--- src/rtl/neuro_pkg.sv ---
// Shared types and constants for the leaky integrate-and-fire scheduler.
// Holds the scheduler state encoding, neuron geometry and weight-lane extraction.
package neuro_pkg;

  localparam int NUM_NEURONS    = 4;
  localparam int WEIGHT_W       = 8;
  localparam int VMEM_W_DEFAULT = 16;
  localparam int SPIKE_W        = 32;

  typedef enum logic [2:0] {
    ST_IDLE,
    ST_LOAD,
    ST_ACCUM,
    ST_LEAK,
    ST_FIRE,
    ST_DONE
  } state_e;

  // Byte lane idx of a WVR word is the signed weight for neuron idx.
  function automatic logic signed [WEIGHT_W-1:0] weight_of(input logic [SPIKE_W-1:0] word,
                                                           input int idx);
    return word[WEIGHT_W*idx +: WEIGHT_W];
  endfunction

endpackage

--- src/rtl/prio_enc32.sv ---
// 32-bit lowest-set-bit priority encoder.
// Returns the index of the least significant set bit and a valid flag.
module prio_enc32 (
  input  logic [31:0] req,
  output logic [4:0]  idx,
  output logic        valid
);

  always_comb begin
    // NOTE: every output of a combinational block gets a default first so no path leaves it unassigned (which would infer a latch).
    idx = '0;
    for (int i = 31; i >= 0; i--) begin
      if (req[i]) idx = 5'(i);
    end
    valid = |req;
  end

endmodule

--- src/rtl/lif_scheduler.sv ---
// Timestep scheduler for four leaky integrate-and-fire neurons.
// Walks the set bits of an SVR spike word, accumulates WVR weights, leaks, then fires.
module lif_scheduler
  import neuro_pkg::*;
#(
  parameter logic [4:0] SPIKE_ADDR = 5'd0,
  parameter int         VMEM_W     = VMEM_W_DEFAULT
) (
  input  logic                            clk,
  input  logic                            reset,
  input  logic                            start,
  input  logic                            clear,
  input  logic signed [VMEM_W-1:0]        threshold,
  input  logic [3:0]                      leak_shift,
  output logic [4:0]                      svr_readaddr,
  input  logic [SPIKE_W-1:0]              svr_readdata,
  output logic [4:0]                      wvr_readaddr,
  input  logic [SPIKE_W-1:0]              wvr_readdata,
  output logic                            busy,
  output logic                            done,
  output logic [NUM_NEURONS-1:0]          spike_out,
  output logic [NUM_NEURONS*VMEM_W-1:0]   vmem_flat
);

  localparam logic signed [VMEM_W-1:0] VMEM_MAX = {1'b0, {(VMEM_W-1){1'b1}}};
  localparam logic signed [VMEM_W-1:0] VMEM_MIN = {1'b1, {(VMEM_W-1){1'b0}}};

  state_e                    state_q, state_d;
  logic [SPIKE_W-1:0]        pending_q, pending_d;
  logic signed [VMEM_W-1:0]  vmem_q [NUM_NEURONS];
  logic signed [VMEM_W-1:0]  vmem_d [NUM_NEURONS];
  logic [NUM_NEURONS-1:0]    spike_q, spike_d;
  logic                      busy_q, busy_d;
  logic                      done_q, done_d;

  logic [4:0]                k;
  logic                      k_valid;

  prio_enc32 u_prio_enc (
    .req   (pending_q),
    .idx   (k),
    .valid (k_valid)
  );

  // One extra bit catches overflow; the top two bits disagree exactly when the sum left range.
  function automatic logic signed [VMEM_W-1:0] sat_add(input logic signed [VMEM_W-1:0]   v,
                                                       input logic signed [WEIGHT_W-1:0] w);
    logic signed [VMEM_W:0] sum;
    sum = {v[VMEM_W-1], v} + {{(VMEM_W+1-WEIGHT_W){w[WEIGHT_W-1]}}, w};
    if (sum[VMEM_W] != sum[VMEM_W-1]) begin
      return sum[VMEM_W] ? VMEM_MIN : VMEM_MAX;
    end
    return sum[VMEM_W-1:0];
  endfunction

  // Subtracting a right-shifted copy can only shrink |v|, so no saturation is needed here.
  function automatic logic signed [VMEM_W-1:0] leak(input logic signed [VMEM_W-1:0] v,
                                                    input logic [3:0]               sh);
    if (sh == 4'd0) return v;
    return v - (v >>> sh);
  endfunction

  always_comb begin
    state_d   = state_q;
    pending_d = pending_q;
    vmem_d    = vmem_q;
    spike_d   = spike_q;

    unique case (state_q)
      ST_IDLE: begin
        // Clear and start may coincide: the zeroing lands before the run reads vmem.
        if (clear) begin
          for (int i = 0; i < NUM_NEURONS; i++) vmem_d[i] = '0;
        end
        if (start) state_d = ST_LOAD;
      end

      ST_LOAD: begin
        pending_d = svr_readdata;
        state_d   = (svr_readdata != '0) ? ST_ACCUM : ST_LEAK;
      end

      ST_ACCUM: begin
        for (int i = 0; i < NUM_NEURONS; i++) begin
          vmem_d[i] = sat_add(vmem_q[i], weight_of(wvr_readdata, i));
        end
        pending_d = pending_q & ~(SPIKE_W'(1) << k);
        if (!k_valid || pending_d == '0) state_d = ST_LEAK;
      end

      ST_LEAK: begin
        for (int i = 0; i < NUM_NEURONS; i++) vmem_d[i] = leak(vmem_q[i], leak_shift);
        state_d = ST_FIRE;
      end

      ST_FIRE: begin
        for (int i = 0; i < NUM_NEURONS; i++) begin
          if (vmem_q[i] >= threshold) begin
            spike_d[i] = 1'b1;
            vmem_d[i]  = '0;
          end else begin
            spike_d[i] = 1'b0;
          end
        end
        state_d = ST_DONE;
      end

      ST_DONE: state_d = ST_IDLE;

      default: state_d = ST_IDLE;
    endcase

    busy_d = (state_d != ST_IDLE);
    done_d = (state_d == ST_DONE);
  end

  always_ff @(posedge clk or negedge reset) begin
    if (!reset) begin
      state_q   <= ST_IDLE;
      pending_q <= '0;
      // NOTE: the membrane file is only four registers and must read zero straight out of reset, so it is reset like any other flop.
      for (int i = 0; i < NUM_NEURONS; i++) vmem_q[i] <= '0;
      spike_q   <= '0;
      busy_q    <= 1'b0;
      done_q    <= 1'b0;
    end else begin
      // NOTE: non-blocking assignments make every flop sample the pre-edge value, independent of statement order.
      state_q   <= state_d;
      pending_q <= pending_d;
      vmem_q    <= vmem_d;
      spike_q   <= spike_d;
      busy_q    <= busy_d;
      done_q    <= done_d;
    end
  end

  assign svr_readaddr = (state_q == ST_LOAD)  ? SPIKE_ADDR : 5'd0;
  assign wvr_readaddr = (state_q == ST_ACCUM) ? k          : 5'd0;
  assign busy         = busy_q;
  assign done         = done_q;
  assign spike_out    = spike_q;

  for (genvar g = 0; g < NUM_NEURONS; g++) begin : g_flat
    assign vmem_flat[VMEM_W*g +: VMEM_W] = vmem_q[g];
  end

endmodule

--- config.mk ---
export PLATFORM = sky130hd
export DESIGN_NAME = lif_scheduler
export DESIGN_NICKNAME = d
export VERILOG_FILES = /design/src/rtl/neuro_pkg.sv /design/src/rtl/prio_enc32.sv /design/src/rtl/lif_scheduler.sv
export SDC_FILE = /design/constraint.sdc
export NUM_CORES = 1
export LEC_CHECK = 0
export CORE_MARGIN = 2
export CORE_UTILIZATION = 40
export CTS_CLUSTER_DIAMETER = 50
export CTS_CLUSTER_SIZE = 24
export DETAILED_ROUTE_END_ITERATION = 6
export PLACE_DENSITY = 0.62
export SYNTH_ARGS = -nofsm -noshare
export SYNTH_HDL_FRONTEND = slang
export SYNTH_SLANG_ARGS = --single-unit
--- constraint.sdc ---
create_clock -name clk -period 5.2 [get_ports clk]
set_input_delay 1.04 -clock clk [delete_from_list [all_inputs] [get_ports clk]]
set_output_delay 1.04 -clock clk [all_outputs]
set_load 0.03 [all_outputs]
# == Word level (Yosys, flattened, before mapping) ==
# Index checks and enable logic that the tools add are counted.
# op_classes
add_sub_neg,8
magnitude_cmp,4
eq_ne,15
shift,5
mux,74
bitwise,2
n_reduce_logical,14
# ops
cell,n
$mux 16,20
$pmux 64 s4,1
$mux 5,33
$add 16x8->17,4
$ge 16x16->1,4
$mux 64,1
$pmux 32 s2,1
$sshr 16x4->16,4
$sub 16x16->16,4
$and 32x32->32,1
$logic_not 32->1,1
$not 32->32,1
$reduce_bool 32->1,1
$reduce_or 32->1,1
$shl 1x5->32 const A,1
$reduce_and 4->1,4
$mux 1,15
$pmux 3 s5,1
$ne 2x2->1 const B,5
$eq 3x2->1 const B,2
$eq 3x3->1 const B,2
$mux 3,2
$logic_not 4->1,1
$ne 1x1->1,4
other kinds (8),8
# word_totals
ff_bits,105
input_bits,88
elab_cells,131

# == Depth between registers and ports, before layout ==
# Gate-level depths: netlist (run 1).
# depth
depth_word,40
ltp_mapped,23
depth_no_buf,20

# == Modules after synthesis ==
# From an unflattened synthesis (run 1), not the netlist that was laid out.
# hier_totals
cells_unflattened,2029
hier_area_um2,15532.4
# modules_own_cells
mod,instances,cells_each,area_each_um2,seq_area_each_um2
lif_scheduler,1,1964,15147.0,2627.5
prio_enc32,1,65,385.4,0.0

# == Worst setup path after synthesis (run 1) ==
# No wires, ideal clock.
# synth_path
kind,input port to flip-flop
from,input leak_shift[0]
to,register vmem_q (netlist bit vmem_flat[14])
setup_time_ps,136
arrival_time_ps,5388
t_required_ps,5064
slack_ps,-324
path_stages,22
path_cell_list,clkbuf_1 -> buf_1 -> buf_1 -> mux2i_1 -> nand2_1 -> o21ai_0 -> o21ai_0 -> mux2_2 -> ha_1 -> inv_2 -> fa_1 -> a21o_1 -> a21o_1 -> a21o_1 -> a21oi_1 -> o21bai_1 -> a41o_1 -> o41ai_1 -> o21ai_0 -> xor2_1 -> a221oi_1 -> a21oi_1
# synth_via
elab_chain_cells,5
word_cells_on_any_way,9
classes_between,add/sub: 1; eq/ne: 1; shift: 1; mux: 4; reduce/logical: 2
# synth_lines
element,line_no,rtl
from (decl),lif_scheduler.sv:14,"input logic [3:0] leak_shift,"
"parallel branches: the longest is 5 deep, another holds $sub 16x16->16",n/a,
to (signal assigned),lif_scheduler.sv:130,vmem_q <= vmem_d;
to (decl),lif_scheduler.sv:30,logic signed [VMEM_W-1:0] vmem_q [NUM_NEURONS];
# Parallel ways; which one is timed is not known. The select of a mux whose other input is x is not followed.
# A chain may end at the register's enable or synchronous reset.

# == Final worst setup path (run 1) ==
# layout_path
from,input leak_shift[1]
to,register vmem_q (netlist bit vmem_flat[13])
# The elaborated chain is that of the path after synthesis.

==> results of run 1 <==
## critical path: stages
cell                              delay, ns
sky130_fd_sc_hd__clkdlybuf4s50_1       0.53
sky130_fd_sc_hd__buf_4                 0.19
sky130_fd_sc_hd__buf_4                 0.20
sky130_fd_sc_hd__mux4_2                0.30
sky130_fd_sc_hd__a21oi_1               0.15
sky130_fd_sc_hd__nor2_1                0.05
sky130_fd_sc_hd__a21oi_1               0.22
sky130_fd_sc_hd__ha_1                  0.28
sky130_fd_sc_hd__a21o_1                0.16
sky130_fd_sc_hd__a21o_1                0.19
sky130_fd_sc_hd__a21o_1                0.20
sky130_fd_sc_hd__a31o_2                0.25
sky130_fd_sc_hd__a41o_1                0.25
sky130_fd_sc_hd__o41ai_1               0.44
sky130_fd_sc_hd__o21ai_1               0.15
sky130_fd_sc_hd__and2_1                0.19
sky130_fd_sc_hd__o32ai_1               0.32
sky130_fd_sc_hd__a211o_1               0.16
## cell type report
class                      count  area [um2]
clock buffer                   9         225
clock inverter                 7        63.8
timing repair buffer         260        2440
sequential                   105        2630
tap                          461         577
inverter                      73         274
multi-input combinational   1594       11300
fill                        3493       18100
## through the flow
| step | area [um2] | util, % | power (mW) | instances |
|---|---|---|---|---|
| after CTS | 17500 | 49.1 | 12.6 | 2509 |
| after floorplan | 14500 | - | 8.74 | 1857 |
| after global routing | 17500 | 49.1 | 13.8 | 2509 |
| after global placement | 17200 | 48.3 | 11.7 | 2493 |
| final | 17500 | 49.1 | 12.6 | 2509 |
| after detailed placement | 17200 | 48.3 | 11.8 | 2493 |
## layer usage
| metal | GRT usage [%] | vias up | routed length, um |
|---|---|---|---|
| li1 | - | 7268 | - |
| met1 | 34.6 | 7125 | 23000 |
| met2 | 42.8 | 410 | 22600 |
| met3 | 2.85 | 79 | 2050 |
| met4 | 7.38 | 0 | 1160 |
| met5 | 0 | - | 0 |
## power breakdown
group | switching [mW] | total [mW] | internal [mW]
Combinational | 5.62 | 9.95 | 4.32
Clock | 0.386 | 0.722 | 0.337
Sequential | 0.790 | 1.98 | 1.19
Total | 6.80 | 12.6 | 5.85
## logic make-up (layout without fill, tap and decap cells)
| group | Yosys count | in the layout | synth area share [%] |
|---|---|---|---|
| AOI/OAI and AO/OA | 640 | 640 | 28.5 |
| xor gates and xnor gates | 100 | 100 | 6.06 |
| adders and majority gates | 200 | 200 | 17.7 |
| buffers and inverters | 158 | 349 | 4.29 |
| DFF | 105 | 105 | 18.2 |
| muxes | 96 | 96 | 7.79 |
| other | 1 | 5 | 0.0259 |
| and+or+nand+nor | 553 | 553 | 17.5 |
## worst paths after layout
check                                         start                        end  slack, ns  cells after the start
min reg2reg                spike_out[2]$_DFFE_PN0P_   spike_out[2]$_DFFE_PN0P_       0.50                      1
max reg2reg                vmem_flat[9]$_DFFE_PN0P_  vmem_flat[13]$_DFFE_PN0P_       0.94                     16
max                                   leak_shift[1]  vmem_flat[13]$_DFFE_PN0P_       0.24                     18
min in group asynchronous                     reset  vmem_flat[13]$_DFFE_PN0P_       0.81                      1
min                        spike_out[2]$_DFFE_PN0P_   spike_out[2]$_DFFE_PN0P_       0.50                      1
max in group asynchronous                     reset  pending_q[31]$_DFFE_PN0P_       3.34                      2
## placed cells by master (no fill, tap or decap), drive strengths merged, types with 8 or more instances in the layout
cell,instances
mux4,11
inv,76
ha,192
clkbuf,9
a21o,57
o21a,23
fa,8
o21ai,189
o21bai,16
o221ai,12
a31o,8
dfrtp,105
nor4,20
nor2,156
a31oi,13
a21oi,148
nand2b,16
nand4,22
a21boi,8
nand3,22
nand2,189
or2,9
a22oi,32
o211ai,29
xnor2,57
a211oi,15
buf,102
a22o,30
clkdlybuf4s50,158
and3,9
nor2b,29
mux2i,63
mux2,22
nor3,58
xor2,43
## registers in the layout (all words and copies together), names as in the netlist
name       cells
vmem_flat     64
done           1
state_q        3
spike_out      4
busy           1
pending_q     32
## what timing repair did
item | in CTS | in global routing
buffers inserted | 0 | 0
gates resized for setup | 0 | 2
setup endpoints to repair | 0 | 13
==> flow_results.org, run 1 <==
** Logic synthesis
- In the synthesized netlist the dominant register cell turns out to be sky130_fd_sc_hd__dfrtp_1.
- Counting distinct cell types in the post-synthesis netlist gives between 70 and 80.
- Flip-flop and latch count after synthesis :: 105
- Summed over all instances, the cell type with the most area after synthesis is sky130_fd_sc_hd__dfrtp_1.
- Sequential fraction of the synthesis area :: between 10% and 20%
- Dominant cell by count in the synthesized netlist :: sky130_fd_sc_hd__ha_1
- The synthesized netlist occupies a cell area of approximately 14000 um2.
- Synthesized instance count :: 1853
- Top post-synthesis cells by count :: 192 x sky130_fd_sc_hd__ha_1, 189 x sky130_fd_sc_hd__nand2_1, 170 x sky130_fd_sc_hd__o21ai_0
- Dividing the synthesized area by the synthesized cell count gives 7.80 um2.
- Async set-or-reset flop fraction in the synthesized netlist :: 100%
- The synthesized design contains 0 enable-type register cells.
- Yosys attributes the largest share of cell area to sky130_fd_sc_hd__dfrtp_1 18%, sky130_fd_sc_hd__ha_1 17%, sky130_fd_sc_hd__o21ai_0 5.9%.
- Yosys printed 0 warnings.
- The share of synthesized area in the top cell type comes to 18.2%.

** Placement
- Detailed Place HPWL :: 37700 um
- During placement, the flow inserted port buffers numbering 162.
- Routability-driven placement finished with a final weighted congestion of slightly above 0.9.
- Worst setup slack before clock tree synthesis :: -0.221 ns

** Timing
- Setup repair after global routing left no endpoint under its margin.
- Between clock sinks in the finished design, the worst skew comes to 0.0142 ns.
- Count of final hold-check violations :: 0
- The worst path uses 95.4% of the clock period.
- The number of max-slew violations in the final report was 0.
- In this run the tightest slew margin relative to its limit is 36.3%.
- Final-report setup violation count :: 0
- Worst hold slack :: roughly 0.50 ns
- In the post-route analysis, the smallest setup slack over all paths is 0.237 ns.
- Peak Freq :: 201 MHz
- Transition at the pin with the smallest max-transition slack :: 0.956 ns
- Minimum period implied by the final worst setup slack :: 4.96 ns
- Adding up every negative setup slack in the final design gives 0 ns.

** Power
- Highest ir drop seen on vdd :: between 0.3 and 0.4 mV
- Lkg Pwr :: 7.96 nW
- In this run the power density over the cells is 724 nW/um2.

** Setup path
- The worst setup path is of the input port to register kind.
- Worst-path fanout max :: 13
- STA classifies the critical path endpoint as a register.
- For the worst setup path, the data arrival time is 5.28 ns.
- Data on the critical path is required at its endpoint by approximately 5.5 ns.
- Kind of start point of the critical path :: input port

** Global routing
- Pin count of the biggest net entering global routing :: 72
- For this run, the total global-route usage over all layers was measured as between 20% and 30%.
- Total grt overflow :: 0
- Global-route wire length before repair :: 78600 um
- The number of antenna violations at the first check in global routing was 0.
- The via count of the first global-routing pass came to 14500.

** Drt
- The first detailed-routing pass ran for 5 iterations.
- For this block, the initial DRC count from the detailed router was approximately 1100.
- Number of nets with antenna violations after detailed routing :: 0
- Overall via count from detail_route :: between 10000 and 15000
- Vias/cell :: 5.93
- Total wire length after detailed routing :: 48800 um
- For this run, design rule violations remaining after detail routing come to 0.
- Post-DR wirelength/cell :: 19.5 um

** Clock tree
- Source-to-sink clock delay at the later pin of the worst-skew pair :: 0.38 ns
- Clock buffer depth :: 2
- In this run the number of H-tree levels came out at 3.
- Reg clk slew, reported paths :: 0.09 ns
- For this design, the sink count on the clock tree is 105.
- In this run, post-CTS hold repair placed 0 buffers.
- TritonCTS built the clock tree.
- CTS placed an instance of sky130_fd_sc_hd__clkbuf_16 at the clock tree root.
- Num CTS Buffers :: 9

** Floorplanning
- Top-level port count :: 168
- The region available for standard cell placement spans 35600 um2.
- The floorplan step set the die width to 194 um.
- The die covers approximately 38000 um2.
- Initial Utilization :: around 41%
- Die height :: 194 um
- FP Rows :: 69

** Final layout
- From synthesis to final layout, the design area changed by 20.8%.
- After the last flow step, the layout net total stands at 2331.
- The number of antenna diodes in the final layout is 0.
- In the final layout, the share of cells above drive strength 1 is around 9%.

** Min path
- The tightest min-delay check is of the register to register type.

** Outcome
- The run finished with clean final reports.

** Job
- Number of maximum-capacitance constraint violations :: 0
(Power assumes the default switching activity.)
==> run 2: changes to the inputs <==
clock period = 4.8 ns   (was 5.2 ns; I/O delays follow)
==> run 2 against run 1 <==
Against the previous run:
- sequential cell count unchanged
- combinational power rose by 13%
- first-iteration DRC count up 16%
- largest power group unchanged
- non-clock buffer count is 49 higher
- highest routed layer unchanged
- sequential share of layout area fell by 0.37 points
==> flow_results.org, run 2 (synthesized netlist as in run 1, its figures left out) <==
** Outcome
- Outcome :: completed

** Drt
- In the routed design, unresolved DRC markers number 0.
- Number of design-rule violations left by the first detailed-router iteration :: 1290
- DR pass1 iterations :: 5
- After detailed routing, the total wire length is between 40000 and 50000 um.
- Detailed routing inserted a total of roughly 15000 vias.
- In the routed layout, each cell is associated on average with a via count of 5.85.
- Post-DR wirelength/cell :: 19.2 um
- Once detail routing completed, the nets flagged for antenna violations numbered 0.

** Floorplanning
- The region available for standard cell placement spans 35600 um2.
- The initialized floorplan defines 69 standard-cell rows.
- Overall die area :: around 38000 um2
- The initial utilization of the core area, before any placement, comes to 40.7%.
- During I/O placement, the number of pins put on the boundary was 168.
- From left edge to right edge, the die measures 194 um.
- The floorplan step set the die height to ~190 um.

** Min path
- The worst hold path belongs to the class register to register.

** Timing
- Across all hold checks on the routed design, the worst slack comes to 0.496 ns.
- Final Max Tran Viols :: 0
- For the final routed database, the setup TNS stands at 0 ns.
- Setup repair after global routing left no endpoint under its margin.
- After layout, the worst path uses 94.8% of the clock period.
- Minimum setup slack in the final design :: 0.249 ns
- Minimum period implied by the final worst setup slack :: 4.55 ns
- The worst pin sits at a relative slew slack of 38.6%.
- Transition at the pin with the smallest max-transition slack :: 0.921 ns
- Final-report setup violation count :: 0
- Setup skew after layout :: ~0.016 ns
- Count of final hold-check violations :: 0
- For this run, the top clock speed supported by timing is 220 MHz.

** Clock tree
- TritonCTS built the clock tree.
- Clock tree sinks :: about 110
- Source-to-sink clock delay at the later pin of the worst-skew pair :: 0.39 ns
- Num CTS Buffers :: 9
- Hold bufs inserted after CTS :: 0
- Clock buffer depth :: 2
- In this run the number of H-tree levels came out at 3.
- After clock tree synthesis, the clock-pin slew on the worst setup and hold paths is 0.08 ns.
- Root buffer cell :: sky130_fd_sc_hd__clkbuf_16

** Global routing
- The first global-routing pass estimated 79000 um of wire.
- Pin count of the biggest net entering global routing :: 66
- Total grt overflow :: 0
- The via count of the first global-routing pass was 14600.
- The number of antenna violations at the first check in global routing is 0.
- In the global route stage, overall resource usage came out at between 20% and 30%.

** Setup path
- Required time at the worst-slack endpoint :: ~5.1 ns
- For the worst setup path, the data arrival time is about 4.9 ns.
- Worst-path cell with the longest stage delay :: sky130_fd_sc_hd__mux4_2
- STA classifies the critical path startpoint as an input port.
- The worst setup path is captured at a register.
- In this design, the stage delay of the slowest critical-path cell is roughly 0.5 ns.
- The worst setup path is of the input port to register kind.
- Worst-path fanout max :: 19
- Worst-path cell chain :: buf_6 -> buf_12 -> mux4_2 -> a21oi_1 -> nor2_1 -> a21oi_1 -> ha_1 -> a21o_1 -> a21o_1 -> a21o_1 -> a31o_2 -> a41o_1 -> o41ai_1 -> buf_4 -> o21ai_1 -> and2_1 -> o32ai_2 -> a211o_1
- By instance count, the cell type seen most on the critical path is sky130_fd_sc_hd__a21o_1.

** Final layout
- The final layout contains 2380 nets.
- The register with the most flip-flops in the layout has 64 of them.
- The multi-input combinational cells in the finished layout cover a total of between 10000 and 15000 um2.
- Across the whole layout, storage elements account for 2630 um2.
- In the layout the commonest cells are 192 x sky130_fd_sc_hd__ha_1, 189 x sky130_fd_sc_hd__nand2_1, 168 x sky130_fd_sc_hd__o21ai_0.
- The number of antenna diodes in the final layout is 0.
- The finished layout holds 2558 standard cells, fillers aside.
- Compared with the post-synthesis result, the final layout area differs by 23.8%.
- Cells with a size suffix above 1 make up approximately 12% of the layout.
- After filler insertion, the fill cell instance count of the layout stands at 3530.
- The finished cells cover 17900 um2.
- Commonest non-fill, non-tap cell in the layout :: sky130_fd_sc_hd__ha_1
- Measured on the finished design, the core utilization comes to 50.3%.

** Power
- In this run the static leakage power is between 8 and 9 nW.
- Post-route total power :: 14.2 mW
- The worst-case IR drop observed on VDD is 0.436 mV.
- Pwr/cell area :: 792 nW/um2

** Placement
- Input and output buffers added on the ports amount to 162.
- RD Place Congestion :: 0.946
- Instance count after placement with tap cells included :: 2541
- Worst setup slack before clock tree synthesis :: -0.525 ns
- Detailed Place HPWL :: 39100 um
- Total placed instance area :: 17500 um2

** Job
- Number of maximum-capacitance constraint violations :: 0
-- run 2: cell types whose count changed in the layout (fill, tap and decap cells not counted), moves of 2 or more --
cell                        change
sky130_fd_sc_hd__o21ai_1        +2
sky130_fd_sc_hd__buf_6          +3
sky130_fd_sc_hd__mux2i_1        -2
sky130_fd_sc_hd__a2111oi_2      +2
sky130_fd_sc_hd__o21ai_0        -2
sky130_fd_sc_hd__mux2i_2        +2
sky130_fd_sc_hd__inv_8          +2
sky130_fd_sc_hd__buf_4         +47
sky130_fd_sc_hd__a21oi_2        +4
sky130_fd_sc_hd__a21oi_1        -4
-- run 2: cell type report --
type                            instances  area share (%)
Sequential cell                       105            14.7
Multi-Input combinational cell       1594            63.2
Clock inverter                          7           0.398
Clock buffer                            9            1.26
Tap cell                              461            3.22
Inverter                               73            1.53
Timing Repair Buffer                  309            15.7
-- run 2: final timing paths --
kind,slack [ns],to,depth (start not counted),start
min in group asynchronous,0.60,pending_q[12]$_DFFE_PN0P_,1,reset
max reg2reg,0.65,vmem_flat[13]$_DFFE_PN0P_,16,vmem_flat[1]$_DFFE_PN0P_
min,0.50,spike_out[0]$_DFFE_PN0P_,2,spike_out[0]$_DFFE_PN0P_
max,0.25,vmem_flat[13]$_DFFE_PN0P_,18,leak_shift[0]
min reg2reg,0.50,spike_out[0]$_DFFE_PN0P_,2,spike_out[0]$_DFFE_PN0P_
max in group asynchronous,3.42,vmem_flat[33]$_DFFE_PN0P_,2,reset
-- run 2: per-layer routing --
metal,up-vias,wire [um],track usage [%]
met2,456,22000,41.1
li1,7368,-,-
met3,80,2690,3.76
met1,7053,23100,35.5
met4,0,1380,8.53
met5,-,0,0
-- run 2: timing repair --
item                                    CTS  global route
gates resized for setup                   5            16
gates cloned                              0             0
buffers inserted                          0             1
pin swaps                                 1             1
endpoints found under the setup margin   12            20
-- run 2: critical path: cells and delay by family --
family | cells | cell delay [ns]
compound gates | 11 | 2.30
fa+ha+maj | 1 | 0.27
buf+inv | 3 | 0.59
mux | 1 | 0.50
simple gates | 2 | 0.24
-- run 2: power breakdown --
| group | switching (mW) | leakage [nW] | total [mW] | internal, mW |
|---|---|---|---|---|
| registers | 0.862 | 1.34 | 2.15 | 1.29 |
| logic | 6.27 | 6.72 | 11.2 | 4.95 |
| clock network | 0.435 | 0.145 | 0.805 | 0.370 |
| total | 7.56 | 8.21 | 14.2 | 6.61 |
==> run 3: changes to the inputs <==
TNS_END_PERCENT = 20   (was default)
==> run 3 against run 2 <==
Against the previous run:
- die area unchanged
- sequential power about the same
- global-route usage barely moved
- critical endpoint unchanged
- sequential cell count did not move
- register-to-register slack barely moved
- wire length up 0.12%
- non-clock buffer count unchanged
- highest routed layer unchanged
- hold slack is essentially flat
- sequential share of layout area barely moved
- clock skew shrank 0.0017 ns
- final area barely moved
- total power rose by 0.13%
==> flow_results.org, run 3 (synthesized netlist as in run 1, its figures left out) <==
** Clock tree
- Buffers inserted to repair hold after CTS numbered 0.
- The number of clock buffers added by TritonCTS is 9.
- CTS built an H-tree with a depth of 3.
- TritonCTS clock tree :: done
- Clock-pin slew was measured on the worst setup and hold paths at roughly 0.09 ns.
- Clock tree sinks :: approximately 110
- Source-to-sink clock delay at the later pin of the worst-skew pair :: just under 0.4 ns
- The longest clock path from root to sink contains 2 buffers.
- Root buffer cell :: sky130_fd_sc_hd__clkbuf_16

** Global routing
- For this run the aggregate overflow at the end of global routing stands at 0.
- Pin count of the biggest net entering global routing :: between 60 and 70
- Global router's overall resource usage :: 25.7%
- The number of antenna violations at the first check in global routing came to 0.
- The via count of the first global-routing pass came to 14600.
- Global-route wire length before repair :: 79000 um

** Placement
- Port Buffers :: around 160
- RD Place Congestion :: 0.946
- Detailed Place HPWL :: about 39000 um
- Worst setup slack before clock tree synthesis :: -0.525 ns
- After detailed placement, the total cell area comes to 17500 um2.

** Floorplanning
- The floorplan step defined a core boundary enclosing approximately 36000 um2.
- Initial Utilization :: 40.7%
- Row generation in the floorplan step produced 69 rows.
- During I/O placement, the number of pins put on the boundary was 168.
- The floorplan step defined a die boundary enclosing 37700 um2.
- Horizontal die dimension :: between 150 and 200 um
- In this run the vertical extent of the chip is 194 um.

** Setup path
- The slowest stage of the critical path is the sky130_fd_sc_hd__mux4_2 cell.
- Required time at the worst-slack endpoint :: 5.12 ns
- Worst-path fanout max :: 19
- The kind of cell with the highest combined delay along the critical path is compound AO/OA/AOI/OAI gates.
- In this run the worst setup path terminates at vmem_flat[13]$_DFFE_PN0P_.
- Crit Reg-Reg Endpoint :: vmem_flat[13]$_DFFE_PN0P_
- In this run the critical register-to-register path is launched from vmem_flat[1]$_DFFE_PN0P_.
- Most repeated library cell on the critical path :: sky130_fd_sc_hd__a21o_1
- The number of cells on the worst reg-to-reg path is 16.
- Type of the setup path with the least slack :: input port to register
- Total buffers and inverters traversed by the critical path :: 3
- Data arrival time of the critical path :: 4.88 ns
- Max incr delay on CP :: 0.50 ns
- Startpoint of the worst setup timing path :: leak_shift[0]
- STA classifies the critical path startpoint as an input port.
- Nature of the critical path endpoint :: register
- Worst-path cell chain :: buf_6 -> buf_12 -> mux4_2 -> a21oi_1 -> nor2_1 -> a21oi_1 -> ha_1 -> a21o_1 -> a21o_1 -> a21o_1 -> a31o_2 -> a41o_1 -> o41ai_1 -> buf_4 -> o21ai_1 -> and2_1 -> o32ai_2 -> a211o_1
- In this run the register-to-register setup slack is 0.66 ns.
- Number of logic stages on the critical path including buffering :: 18

** Power
- VDD sags by at most 0.436 mV.
- Lkg Pwr :: 8.21 nW
- Pwr/cell area :: ~800 nW/um2

** Final layout
- Registers take 2630 um2.
- For this run, the post-layout net count is approximately 2400.
- The library cell used most frequently in the layout, excluding fill and tap cells, is sky130_fd_sc_hd__ha_1.
- With fillers left out, the area of the finished cells amounts to about 18000 um2.
- Diodes inserted :: 0
- Cells with a size suffix above 1 make up a little under an eighth of the layout.
- Area Growth Syn to Fin :: 23.9%
- In the final layout, the multi-input gates occupy 11300 um2.
- The layout has between 3000 and 4000 filler cells.
- Most used cells in the layout excluding fill and tap cells :: 192 x sky130_fd_sc_hd__ha_1, 189 x sky130_fd_sc_hd__nand2_1, 168 x sky130_fd_sc_hd__o21ai_0
- The register with the most flip-flops in the layout has 64 of them.
- Layout Utilization :: 50.4%

** Timing
- Transition at the pin with the smallest max-transition slack :: 0.921 ns
- Counting I/O delays and the setup requirement, the final critical path takes 4.56 ns.
- Of the available clock period, the critical path in the final layout requires ~95%.
- The number of hold-slack violations in the final timing report was 0.
- Final sum of negative setup slack :: 0 ns
- Final Max Tran Viols :: 0
- Setup violations remaining at the end of the flow were counted as 0.
- Peak Freq :: 219 MHz
- Setup repair after global routing could not meet its margin everywhere.
- Tightest slew margin relative to the limit :: about two fifths
- Minimum setup slack in the final design :: 0.241 ns
- Setup skew after layout :: 0.0140 ns

** Drt
- Number of design-rule violations left by the first detailed-router iteration :: 1319
- Dividing the detail-routed via count by the number of cells gives 5.85.
- The count of nets left with antenna violations once routing finished came out at 0.
- Dividing the detail-routed wire length by the instance count gives 19.3 um.
- Overall via count from detail_route :: 15000
- The final layout contains routed wiring with a total length of roughly 49000 um.
- For this run, design rule violations remaining after detail routing come to 0.
- DR pass1 iterations :: 6

** Job
- Max-cap violations in this run came to 0.

** Outcome
- The run finished with clean final reports.

** Min path
- The tightest min-delay check is of the register to register type.
[run 3: changes by cell type in the layout (fill, tap and decap cells not counted)]
cell | previous run | this run
sky130_fd_sc_hd__buf_6 | 3 | 2
sky130_fd_sc_hd__a21oi_2 | 5 | 6
sky130_fd_sc_hd__mux2i_2 | 2 | 3
sky130_fd_sc_hd__mux2i_1 | 61 | 60
sky130_fd_sc_hd__a21oi_1 | 143 | 142
sky130_fd_sc_hd__buf_8 | 0 | 1
[run 3: timing repair]
item	in CTS	in global routing
buffers inserted	0	1
endpoints found under the setup margin	12	20
gates resized for setup	3	21
pin swaps	0	1
[run 3: worst reg2reg max path, stage by stage (launching register included)]
cell and delay (ns):
sky130_fd_sc_hd__dfrtp_1 0.56, sky130_fd_sc_hd__mux4_2 0.52, sky130_fd_sc_hd__a21oi_1 0.18, sky130_fd_sc_hd__nor2_1 0.07
sky130_fd_sc_hd__a21oi_1 0.18, sky130_fd_sc_hd__ha_1 0.27, sky130_fd_sc_hd__a21o_1 0.16, sky130_fd_sc_hd__a21o_1 0.19
sky130_fd_sc_hd__a21o_1 0.20, sky130_fd_sc_hd__a31o_2 0.25, sky130_fd_sc_hd__a41o_1 0.26, sky130_fd_sc_hd__o41ai_1 0.32
sky130_fd_sc_hd__buf_4 0.19, sky130_fd_sc_hd__o21ai_1 0.08, sky130_fd_sc_hd__and2_1 0.18, sky130_fd_sc_hd__o32ai_2 0.34
sky130_fd_sc_hd__a211o_1 0.16
[run 3: worst min-delay path by stage]
stage / startpoint / slack (ns) / cells after the start / endpoint
after floorplan: pending_q[6]$_DFFE_PN0P_ / 0.51 / 1 / pending_q[6]$_DFFE_PN0P_
after global placement: spike_out[0]$_DFFE_PN0P_ / 0.47 / 2 / spike_out[0]$_DFFE_PN0P_
after detailed placement: spike_out[0]$_DFFE_PN0P_ / 0.48 / 2 / spike_out[0]$_DFFE_PN0P_
after CTS: spike_out[0]$_DFFE_PN0P_ / 0.50 / 2 / spike_out[0]$_DFFE_PN0P_
after global routing: spike_out[3]$_DFFE_PN0P_ / 0.53 / 1 / spike_out[3]$_DFFE_PN0P_
final: spike_out[3]$_DFFE_PN0P_ / 0.50 / 1 / spike_out[3]$_DFFE_PN0P_
[run 3: metrics by stage]
stage | hold slack, ns | total power, mW | instances
after floorplan | 0.510 | 9.48 | 1857
after CTS | 0.496 | 14.0 | 2557
final | 0.496 | 14.2 | 2558
after detailed placement | 0.478 | 13.1 | 2541
after global routing | 0.525 | 15.5 | 2558
after global placement | 0.472 | 12.9 | 2541
[run 3: where the power goes]
part	switching [mW]	total, mW	internal, mW
combinational	6.28	11.2	4.96
clock	0.433	0.803	0.370
sequential	0.860	2.15	1.29
[run 3: layer usage]
| layer | track usage, % | vias up | part of all wire (%) |
|---|---|---|---|
| met2 | 41.1 | 462 | 45 |
| met1 | 35.5 | 7050 | 47 |
| li1 | - | 7372 | - |
| met3 | 3.79 | 87 | 5.7 |
| met4 | 8.67 | 0 | 2.9 |
| met5 | 0 | - | 0 |
[run 3: cell type report]
type	count	share of cell area [%]
multi-input cells	1594	63.2
well taps	461	3.22
flip-flops and latches	105	14.7
clock buffers	9	1.26
clock inverters	7	0.398
repair buffers	309	15.7
inverters	73	1.53
